$ cat src/rtl/imem_fetch_ctrl_if.sv
// Fetch-side bundle: ROM address/data, redirect request, decode handshake and fault flag.
// The fetch controller takes the master modport.
interface imem_fetch_ctrl_if #(
  parameter int unsigned N = 64,
  parameter int unsigned W = 32
) ();
  logic         fetch_en;
  logic [5:0]   imem_addr;
  logic [W-1:0] imem_q;
  logic         redirect_valid;
  logic [N-1:0] redirect_pc;
  logic         out_valid;
  logic         out_ready;
  logic [W-1:0] out_instr;
  logic [N-1:0] out_pc;
  logic         fault;

  modport master (
    input  fetch_en, imem_q, redirect_valid, redirect_pc, out_ready,
    output imem_addr, out_valid, out_instr, out_pc, fault
  );

  modport slave (
    output fetch_en, imem_q, redirect_valid, redirect_pc, out_ready,
    input  imem_addr, out_valid, out_instr, out_pc, fault
  );
endinterface

$ cat src/rtl/imem_fetch_ctrl.sv
// Instruction-fetch sequencer: owns the fetch PC, reads the 64-word ROM, buffers words in a
// small prefetch queue for decode, and handles redirects, pause and sticky address faults.
module imem_fetch_ctrl #(
  parameter int unsigned   N        = 64,
  parameter int unsigned   W        = 32,
  parameter int unsigned   DEPTH    = 2,
  parameter logic [N-1:0]  RESET_PC = '0
) (
  input logic               clk,
  input logic               reset,
  imem_fetch_ctrl_if.master bus
);

  localparam int unsigned AW = (DEPTH > 1) ? $clog2(DEPTH) : 1;
  localparam int unsigned CW = AW + 1;

  typedef enum logic [1:0] {StIdle, StRun, StFault} state_e;

  state_e         state_q, state_d;
  logic [N-1:0]   pc_q, pc_d;
  logic [N-1:0]   pc_mem_q    [DEPTH];
  logic [W-1:0]   instr_mem_q [DEPTH];
  logic [AW-1:0]  rd_ptr_q, wr_ptr_q;
  logic [CW-1:0]  cnt_q;

  logic redirect, pc_legal, full, pop, attempt, push;

  // A redirect in the fault state is dropped entirely, including its flush.
  assign redirect = bus.redirect_valid && (state_q != StFault);
  assign pc_legal = (pc_q[1:0] == 2'b00) && (pc_q[N-1:8] == '0);
  assign full     = (cnt_q == CW'(DEPTH));
  assign pop      = bus.out_valid && bus.out_ready && !redirect;
  assign attempt  = (state_q == StRun) && bus.fetch_en && !redirect;
  assign push     = attempt && pc_legal && (!full || pop);

  always_comb begin
    state_d = state_q;
    unique case (state_q)
      StIdle:  if (bus.fetch_en) state_d = StRun;
      StRun: begin
        if (!bus.fetch_en)               state_d = StIdle;
        else if (attempt && !pc_legal)   state_d = StFault;
      end
      StFault: state_d = StFault;
      default: state_d = StIdle;
    endcase
  end

  always_comb begin
    pc_d = pc_q;
    if (redirect)  pc_d = bus.redirect_pc;
    else if (push) pc_d = pc_q + N'(4);
  end

  always_ff @(posedge clk or posedge reset) begin
    if (reset) begin
      state_q  <= StIdle;
      pc_q     <= RESET_PC;
      rd_ptr_q <= '0;
      wr_ptr_q <= '0;
      cnt_q    <= '0;
      for (int unsigned i = 0; i < DEPTH; i++) begin
        pc_mem_q[i]    <= '0;
        instr_mem_q[i] <= '0;
      end
    end else begin
      state_q <= state_d;
      pc_q    <= pc_d;
      if (redirect) begin
        rd_ptr_q <= '0;
        wr_ptr_q <= '0;
        cnt_q    <= '0;
      end else begin
        if (push) begin
          pc_mem_q[wr_ptr_q]    <= pc_q;
          instr_mem_q[wr_ptr_q] <= bus.imem_q;
          wr_ptr_q              <= wr_ptr_q + AW'(1);
        end
        if (pop) rd_ptr_q <= rd_ptr_q + AW'(1);
        cnt_q <= cnt_q + CW'(push) - CW'(pop);
      end
    end
  end

  assign bus.imem_addr = pc_q[7:2];
  assign bus.out_valid = (cnt_q != '0);
  assign bus.out_instr = instr_mem_q[rd_ptr_q];
  assign bus.out_pc    = pc_mem_q[rd_ptr_q];
  assign bus.fault     = (state_q == StFault);

endmodule

$ cat src/flat_wrapper.sv
// flat-port wrapper written by rule: the top's interface ports become plain ports
module imem_fetch_ctrl_flat 
#(
  parameter int unsigned   N        = 64,
  parameter int unsigned   W        = 32,
  parameter int unsigned   DEPTH    = 2,
  parameter logic [N-1:0]  RESET_PC = '0
)
  (clk, reset, bus_fetch_en, bus_imem_q, bus_redirect_valid, bus_redirect_pc, bus_out_ready, bus_imem_addr, bus_out_valid, bus_out_instr, bus_out_pc, bus_fault);
  imem_fetch_ctrl_if #(.N(N), .W(W)) bus_i ();
  input logic clk;
  input logic reset;
  input wire logic [$bits(bus_i.fetch_en)-1:0] bus_fetch_en;
  input wire logic [$bits(bus_i.imem_q)-1:0] bus_imem_q;
  input wire logic [$bits(bus_i.redirect_valid)-1:0] bus_redirect_valid;
  input wire logic [$bits(bus_i.redirect_pc)-1:0] bus_redirect_pc;
  input wire logic [$bits(bus_i.out_ready)-1:0] bus_out_ready;
  output wire logic [$bits(bus_i.imem_addr)-1:0] bus_imem_addr;
  output wire logic [$bits(bus_i.out_valid)-1:0] bus_out_valid;
  output wire logic [$bits(bus_i.out_instr)-1:0] bus_out_instr;
  output wire logic [$bits(bus_i.out_pc)-1:0] bus_out_pc;
  output wire logic [$bits(bus_i.fault)-1:0] bus_fault;
  assign bus_i.fetch_en = bus_fetch_en;
  assign bus_i.imem_q = bus_imem_q;
  assign bus_i.redirect_valid = bus_redirect_valid;
  assign bus_i.redirect_pc = bus_redirect_pc;
  assign bus_i.out_ready = bus_out_ready;
  assign bus_imem_addr = bus_i.imem_addr;
  assign bus_out_valid = bus_i.out_valid;
  assign bus_out_instr = bus_i.out_instr;
  assign bus_out_pc = bus_i.out_pc;
  assign bus_fault = bus_i.fault;
  imem_fetch_ctrl #(.N(N), .W(W), .DEPTH(DEPTH), .RESET_PC(RESET_PC)) u_core (.clk(clk), .reset(reset), .bus(bus_i));
endmodule
$ cat config.mk
export PLATFORM = sky130hd
export DESIGN_NAME = imem_fetch_ctrl_flat
export DESIGN_NICKNAME = d
export VERILOG_FILES = /design/src/rtl/imem_fetch_ctrl_if.sv /design/src/rtl/imem_fetch_ctrl.sv /design/src/flat_wrapper.sv
export SDC_FILE = /design/constraint.sdc
export NUM_CORES = 1
export LEC_CHECK = 0
export ABC_AREA = 1
export BUFFER_PORTS_ARGS = -buffer_cell sky130_fd_sc_hd__buf_4
export CORE_UTILIZATION = 44
export CTS_BUF_LIST = sky130_fd_sc_hd__clkbuf_4 sky130_fd_sc_hd__clkbuf_8
export CTS_CLUSTER_DIAMETER = 40
export DETAILED_ROUTE_END_ITERATION = 10
export GPL_TIMING_DRIVEN = 0
export PLACE_DENSITY = 0.67
export SLEW_MARGIN = 20
export SYNTH_ARGS = -nofsm -noshare
export SYNTH_HDL_FRONTEND = slang
export SYNTH_SLANG_ARGS = --single-unit
$ cat constraint.sdc
create_clock -name clk -period 30.1 [get_ports clk]
set_input_delay 9.03 -clock clk [delete_from_list [all_inputs] [get_ports clk]]
set_output_delay 9.03 -clock clk [all_outputs]
set_load 0.1 [all_outputs]
==> impl_metrics.toml, run 1 <==
[timing]
setup_violations = 0
fin_ws_ns = 17.98
grt_setup_unrepaired = "false"
fin_skew_ns = 0.0208
fmax_mhz = 82.5
period_needed_ns = 12.12
finalHoldViolations = 0
relSlewSlack = 0.571
tightest_slew_ns = 0.644
final.setup.tns_ns = 0
finalMaxSlewViolations = 0
post-route-period-util = 0.403

[grt]
gr-total-overflow = 0
grt_use_total = 0.216
grt_pass1_wl_mm = 45.1
grt_pass1_vias = 8951
grt_start_max_net_pins = 109
antenna_found_initial = 1

[hold_path]
hold_class = "register to register"

[worst_setup_path]
critPathMostFrequentCell = "clkbuf_1"
path_max_fanout = 10
cp_slowest_stage_delay_ns = 0.56
arrival_ns = 3.09
critPathTopFamily = "buffers and inverters"
worstPathCellList = "clkbuf_1 -> clkbuf_1 -> clkbuf_1 -> nand2_1 -> nand2_1 -> buf_4"
crit_buf_inv = 4
slowest_stage = "clkbuf_1"
start_kind = "register"
crit_type = "register to output pin"
cp_data_required_time_ns = 21.07
endpoint_kind = "output pin"

[pwr]
p_seq_frac = 0.349
p_leak_uw = 0.00788
comb_power_share = 0.368
worst_ir_drop_vdd_v = 0.0000995
cellPowerDensity_nw_per_um2 = 82.5
switching_share = 0.426
p_clk_frac = 0.283
p_switching_uw = 496
p_int_uw = 668

[finish]
drive_above_1_share = 0.202
fin_util = 0.574
finalNetCount = 1715
layoutNonFillerInstCount = 1963
design_area_um2 = 14100
area_delta_synth_final_pct = 26.2
num-fill-cells = 2301

[placement]
numPlacedInstances = 1887
placed_area_um2 = 13200
dp_hpwl_mm = 19.1
place_congestion = 0.801
pre_cts_ws_ns = 18.53
port_buffers = 204

[logic_synthesis]
ys_seq_area_frac = 0.586
ys_types = 29
syn_avg_cell_area_um2 = 8.24
ys_seq_elements = 262
syn-cell-area_um2 = 11200
ys.flop_type = "dfrtp_1"
yosysWarningCount = 0
synthTopCellsByArea = "dfrtp_1, nand2_1, nand3_1"
synth_top_cell_by_area = "dfrtp_1"
syn_nets = 1461
yosysTopAreaCellShare = 0.586
synth_edf_count = 0
ys_async_sr_fraction = 1.00
synthCells = 1357

[clocking]
path_clk_slew_ns = 0.06
cts.hold.buffers_added = 0
cts.path.max_buffers = 3
cts_root_buffer = "clkbuf_8"
ctsResizeCount = 0
cts_buffers = 46
cts_tree = "yes"
clk_latency_ns = 0.55
cts_sinks = 262
cts-htree-levels = 2
post_cts_buffers = 0

[floorplanning]
rows = 57
die_y_um = 161
pin_count = 205
dieArea_um2 = 26100
start_util = 0.455
die_w_um = 161
placeableCoreArea_um2 = 24600

[flow_run]
drv_cap = 0

[run_status]
status = "finished clean"

[drt]
via_per_inst = 4.75
drt_iter0_drc = 703
drt-wirelength-per-cell_um = 14.1
via_count = 9328
drt-total-wl_mm = 27.8
drc_errors = 0
firstDrtPassIters = 5
ant_nets = 0
[final cells by class]
class	count	area (µm²)	area share
Antenna cell	1	2.50	0.000177
Clock buffer	69	862	0.0611
Sequential cell	262	6560	0.465
Tap cell	324	405	0.0287
Inverter	144	548	0.0388
Buffer	82	429	0.0304
Clock inverter	6	62.6	0.00443
Multi-Input combinational cell	869	3660	0.259
Timing Repair Buffer	206	1590	0.112
[synthesized netlist by cell type, types with 2 or more instances]
cell / number
nand2_2: 2
clkbuf_1: 37
or2_1: 2
nor2_1: 158
o21ai_0: 66
nor3_1: 3
buf_1: 7
inv_2: 4
mux2i_1: 8
nand3_1: 135
inv_1: 140
nor2_2: 2
nand4_1: 2
xor2_1: 2
buf_2: 19
dfrtp_1: 262
ha_1: 3
nand2_1: 477
buf_4: 12
buf_6: 7
[placed cells by master (no fill, tap or decap)]
master / instances
or2_0: 1
nand3_1: 135
o31ai_1: 1
buf_1: 7
dfrtp_1: 262
clkinv_2: 3
inv_2: 4
buf_6: 7
nand2_1: 477
xor2_1: 2
mux2i_1: 8
inv_6: 2
o21bai_1: 1
buf_16: 2
buf_4: 216
buf_2: 19
nor2_4: 1
nor2_1: 158
a21o_1: 1
or2_1: 2
nor2_2: 2
o21a_1: 1
ha_1: 3
clkbuf_8: 55
xnor2_1: 1
clkbuf_4: 14
inv_8: 1
or2_2: 1
clkbuf_1: 37
o21ai_0: 66
nor3_1: 3
bufinv_16: 1
diode_2: 1
nand4_1: 2
inv_1: 139
a21oi_2: 1
nand2_2: 2
[sequential cells by signal (all words and copies together), names as in the netlist]
signal,count
u_core.instr_mem_q,64
u_core.pc_q,64
u_core.wr_ptr_q,1
u_core.state_q,2
u_core.pc_mem_q,128
u_core.rd_ptr_q,1
u_core.cnt_q,2
[final timing paths]
| path | endpoint | slack, ns | cells past startpoint | start |
|---|---|---|---|---|
| max in group asynchronous | u_core.pc_mem_q[49]$_DFFE_PP0P_ | 20.66 | 3 | reset |
| worst min register to register | u_core.pc_q[0]$_DFFE_PP0P_ | 0.47 | 2 | u_core.pc_q[0]$_DFFE_PP0P_ |
| worst max-delay path | bus_out_pc[7] | 17.98 | 6 | u_core.rd_ptr_q$_DFFE_PP0P_ |
| worst max register to register | u_core.cnt_q[1]$_DFF_PP0_ | 27.95 | 10 | u_core.pc_q[52]$_DFFE_PP0P_ |
| worst min-delay path | u_core.pc_q[0]$_DFFE_PP0P_ | 0.47 | 2 | u_core.pc_q[0]$_DFFE_PP0P_ |
| min in group asynchronous | u_core.pc_q[49]$_DFFE_PP0P_ | 8.55 | 2 | reset |
[kinds of logic (layout without fill, tap and decap cells)]
family,Yosys count,in the layout,synth area share
and+or+nand+nor,784,784,0.281
DFF,262,262,0.586
buffers and inverters,226,507,0.0867
AOI/OAI and AO/OA,71,71,0.0330
muxes,8,8,0.00716
adders and majority gates,3,3,0.00336
xor gates and xnor gates,3,3,0.00235
other,0,1,0
[metrics by stage]
stage / hold slack, ns / total power (µW)
after floorplan: 0.441 / 740
after global placement: 0.456 / 839
after detailed placement: 0.459 / 842
after CTS: 0.475 / 1180
after global routing: 0.488 / 1220
final: 0.473 / 1160
[tightest hold or removal path, cell delays in order, from the launching register on]
cell	delay, ns
dfrtp_1	0.34
nand2_1	0.05
nand2_1	0.05
[layer usage]
metal,part of all wire,GRT usage,vias up
met5,0,0,-
met4,0.014,0.0562,0
met3,0.071,0.0485,28
met2,0.47,0.347,305
met1,0.45,0.296,4370
li1,-,-,4625
[power by group through the flow]
stage	Sequential [µW]	Clock, µW	Combinational, µW
CTS	406	339	431
global placement	411	0	428
detailed placement	411	0	431
finish	406	330	428
floorplan	405	0	335
global route	409	356	455
Power figures use the tool's default switching activity.
==> run 2: changes to the inputs <==
PLACE_DENSITY = 0.7   (was 0.67)
clock period = 10.11 ns   (was 30.1 ns; I/O delays follow)
==> impl_metrics.toml, run 2 (synthesized netlist as in run 1, its figures left out) <==
[drt]
drt-total-wl_mm = 27.9
via_count = 9423
drt_iter0_drc = 671
firstDrtPassIters = 5
drt-wirelength-per-cell_um = 14.1
drc_errors = 0
via_per_inst = 4.77
ant_nets = 0

[worst_setup_path]
path_max_fanout = 10
arrival_ns = 3.11
endpoint_kind = "output pin"
start_kind = "register"
crit_type = "register to output pin"
cp_data_required_time_ns = 7.08

[clocking]
cts_buffers = 46
cts_root_buffer = "clkbuf_8"
path_clk_slew_ns = 0.06
post_cts_buffers = 0
cts.hold.buffers_added = 0
clk_latency_ns = 0.55
ctsResizeCount = 0
cts_tree = "yes"
cts_sinks = 262
cts.path.max_buffers = 3
cts-htree-levels = 2

[finish]
final_common_cell = "nand2_1"
multi_input_area_um2 = 3660
seq_area_um2 = 6560
num-fill-cells = 2270
regMostFlops = "u_core.pc_mem_q"
diodes = 0
layout_common_cells = "nand2_1, dfrtp_1, buf_4, nor2_1, inv_1"
area_delta_synth_final_pct = 28.3
reg_top3 = "u_core.pc_mem_q x128, u_core.instr_mem_q x64, u_core.pc_q x64"
finalNetCount = 1723
drive_above_1_share = 0.209
largest_register_ffs = 128
design_area_um2 = 14400
layoutNonFillerInstCount = 1977

[timing]
fmax_mhz = 163
setup_violations = 0
fin_ws_ns = 3.97
post-route-period-util = 0.607
finalMaxSlewViolations = 0
final.setup.tns_ns = 0
grt_setup_unrepaired = "false"
tightest_slew_ns = 0.650
fin_skew_ns = 0.0204
finalHoldViolations = 0
period_needed_ns = 6.14
relSlewSlack = 0.566
hold_slack_ns = 0.473

[floorplanning]
dieArea_um2 = 26100
pin_count = 205
placeableCoreArea_um2 = 24600
start_util = 0.455
rows = 57
die_y_um = 161
die_w_um = 161

[placement]
place_congestion = 0.810
port_buffers = 204
placed_area_um2 = 13400
pre_cts_ws_ns = 4.47
dp_hpwl_mm = 20.1
numPlacedInstances = 1895

[grt]
grt_start_max_net_pins = 35
grt_use_total = 0.224
grt_pass1_vias = 9583
antenna_found_initial = 0
grt_pass1_wl_mm = 47.0
gr-total-overflow = 0

[pwr]
p_leak_uw = 0.00799
cellPowerDensity_nw_per_um2 = 246
worst_ir_drop_vdd_v = 0.000191

[flow_run]
drv_cap = 0

[run_status]
status = "finished clean"

[hold_path]
hold_class = "register to register"
[run 2: cell types whose count changed in the layout (fill, tap and decap cells not counted), sizes merged]
cell	delta
clkinvlp	+3
bufinv	+2
clkinv	+4
diode	-1
buf	+8
inv	-2
[run 2: critical path: stages, from the launching register on]
cell      delay, ns
dfrtp_1        0.39
clkbuf_1       0.48
clkbuf_1       0.57
clkbuf_1       0.56
nand2_1        0.13
o21ai_0        0.11
buf_4          0.32
[run 2: per-layer routing]
metal,up-vias,share of wire,track usage
met4,0,0.024,0.0768
met1,4438,0.45,0.301
met3,45,0.061,0.0462
li1,4651,-,-
met5,-,0,0
met2,289,0.47,0.360
[run 2: worst paths after layout]
check / endpoint / startpoint / slack, ns / cells after the start
max: bus_out_pc[61] / u_core.rd_ptr_q$_DFFE_PP0P_ / 3.97 / 6
max in group asynchronous: u_core.instr_mem_q[4]$_DFFE_PP0P_ / reset / 6.58 / 6
max reg2reg: u_core.cnt_q[1]$_DFF_PP0_ / u_core.pc_q[52]$_DFFE_PP0P_ / 7.93 / 10
min reg2reg: u_core.pc_q[1]$_DFFE_PP0P_ / u_core.pc_q[1]$_DFFE_PP0P_ / 0.47 / 2
min: u_core.pc_q[1]$_DFFE_PP0P_ / u_core.pc_q[1]$_DFFE_PP0P_ / 0.47 / 2
min in group asynchronous: u_core.pc_mem_q[77]$_DFFE_PP0P_ / reset / 2.46 / 2
[run 2: layout make-up]
class	count	share of cell area
plain buffers	82	0.0299
clock buffers	69	0.0592
clock inverters	13	0.0104
inverters	144	0.0379
multi-input cells	869	0.255
flip-flops and latches	262	0.457
well taps	324	0.0282
repair buffers	214	0.123
[run 2: power breakdown]
group	total (µW)	internal, µW	switching, µW
registers	1210	1140	70.8
clock network	1040	615	427
logic	1280	291	993
[run 2: stage by stage]
step | utilization | total power, µW
2_1_floorplan | - | 2200
3_3_place_gp | 0.534 | 2500
3_5_place_dp | 0.543 | 2520
4_1_cts | 0.583 | 3570
5_1_grt | 0.583 | 3710
6_report | 0.583 | 3540
==> run 3: changes to the inputs <==
PLACE_DENSITY = 0.67   (was 0.7)
clock period = 6.45 ns   (was 10.11 ns; I/O delays follow)
==> impl_metrics.toml, run 3 (synthesized netlist as in run 1, its figures left out) <==
[clocking]
cts.hold.buffers_added = 0
cts.path.max_buffers = 3
cts_sinks = 262
clk_latency_ns = 0.56
cts_tree = "yes"
ctsResizeCount = 0
cts_root_buffer = "clkbuf_8"
cts_buffers = 46
post_cts_buffers = 0
cts-htree-levels = 2
path_clk_slew_ns = 0.06

[drt]
drt-wirelength-per-cell_um = 14.3
route.met2.wl_mm = 13.4
wl_met1_mm = 12.5
drt_iter0_drc = 701
top_layer = "met4"
via_count = 9367
ant_nets = 0
wl_met3_mm = 1.85
via_per_inst = 4.73
drc_errors = 0
firstDrtPassIters = 4
drt-total-wl_mm = 28.3

[finish]
largest_register_ffs = 128
reg_top3 = "u_core.pc_mem_q x128, u_core.instr_mem_q x64, u_core.pc_q x64"
final_common_cell = "nand2_1"
regMostFlops = "u_core.pc_mem_q"
area_delta_synth_final_pct = 28.5
fin_util = 0.584
layout_common_cells = "nand2_1, dfrtp_1, buf_4, nor2_1, inv_1"
design_area_um2 = 14400
finalNetCount = 1722
drive_above_1_share = 0.210

[floorplanning]
die_w_um = 161
start_util = 0.455
pin_count = 205
rows = 57
placeableCoreArea_um2 = 24600
dieArea_um2 = 26100
die_y_um = 161

[pwr]
cellPowerDensity_nw_per_um2 = 392
worst_ir_drop_vdd_v = 0.000430
p_leak_uw = 0.00800

[grt]
grt_pass1_vias = 9364
grt_start_max_net_pins = 35
gr-total-overflow = 0
grt_pass1_wl_mm = 47.0
grt_use_total = 0.226
antenna_found_initial = 1

[timing]
post-route-period-util = 0.770
period_needed_ns = 4.97
grt_setup_unrepaired = "false"
fmax_mhz = 201
finalMaxSlewViolations = 0
tightest_slew_ns = 0.641
finalHoldViolations = 0
setup_violations = 0
fin_skew_ns = 0.0364
hold_slack_ns = 0.476
relSlewSlack = 0.572

[worst_setup_path]
crit_type = "register to output pin"
endpoint_kind = "output pin"
path_max_fanout = 10
arrival_ns = 3.03
start_kind = "register"
cp_data_required_time_ns = 4.51

[placement]
place_congestion = 0.805
dp_hpwl_mm = 19.9
port_buffers = 204
placed_area_um2 = 13300

[hold_path]
hold_class = "register to register"

[run_status]
status = "finished clean"

[flow_run]
drv_cap = 0
run 3: cell types whose count changed in the layout (fill, tap and decap cells not counted):
cell,previous run,this run
buf_12,6,9
buf_16,4,0
bufinv_16,3,4
clkbuf_4,16,15
clkbuf_8,53,57
clkinv_2,7,5
clkinv_4,0,1
diode_2,0,1
inv_6,1,0
run 3: worst paths after layout:
check / from / end / slack [ns] / cells past startpoint
min in group asynchronous: reset / u_core.pc_q[50]$_DFFE_PP0P_ / 1.29 / 2
worst max register to register: u_core.pc_q[52]$_DFFE_PP0P_ / u_core.cnt_q[1]$_DFF_PP0_ / 4.30 / 10
worst min register to register: u_core.pc_q[0]$_DFFE_PP0P_ / u_core.pc_q[0]$_DFFE_PP0P_ / 0.48 / 2
max in group asynchronous: reset / u_core.pc_q[26]$_DFFE_PP0P_ / 4.12 / 6
worst min-delay path: u_core.pc_q[0]$_DFFE_PP0P_ / u_core.pc_q[0]$_DFFE_PP0P_ / 0.48 / 2
worst max-delay path: u_core.rd_ptr_q$_DFFE_PP0P_ / bus_out_pc[62] / 1.48 / 6
run 3: area by class of cell:
type / instances / area, µm²
plain buffers: 82 / 429
clock inverters: 12 / 169
fillers: 2271 / 10200
inverters: 144 / 544
multi-input cells: 869 / 3660
clock buffers: 72 / 897
diodes: 1 / 2.50
repair buffers: 213 / 1710
well taps: 324 / 405
flip-flops and latches: 262 / 6560
run 3: through the flow:
stage               worst slack, ns  total power [µW]  TNS (ns)  std cells
finish                         1.48              5640         0       1979
floorplan                      1.06              3450         0       1357
CTS                            1.37              5690         0       1978
global route                   1.23              5900         0       1979
detailed placement             1.94              3950         0       1894
global placement             -0.529              3910   -135.08       1885
run 3: power by group:
part / total (µW) / internal, µW / switching, µW
registers: 1890 / 1780 / 109
clock network: 1730 / 1050 / 684
logic: 2010 / 452 / 1560
run 3: layer usage:
metal,track usage,vias to the layer above
met3,0.0431,43
met4,0.0643,0
met5,0,-
li1,-,4662
met2,0.371,270
met1,0.306,4392
run 3: critical path: stages (launching register included):
cell      delay, ns
dfrtp_1        0.38
clkbuf_1       0.46
clkbuf_1       0.53
clkbuf_1       0.56
nand2_1        0.12
o21ai_0        0.11
buf_4          0.32
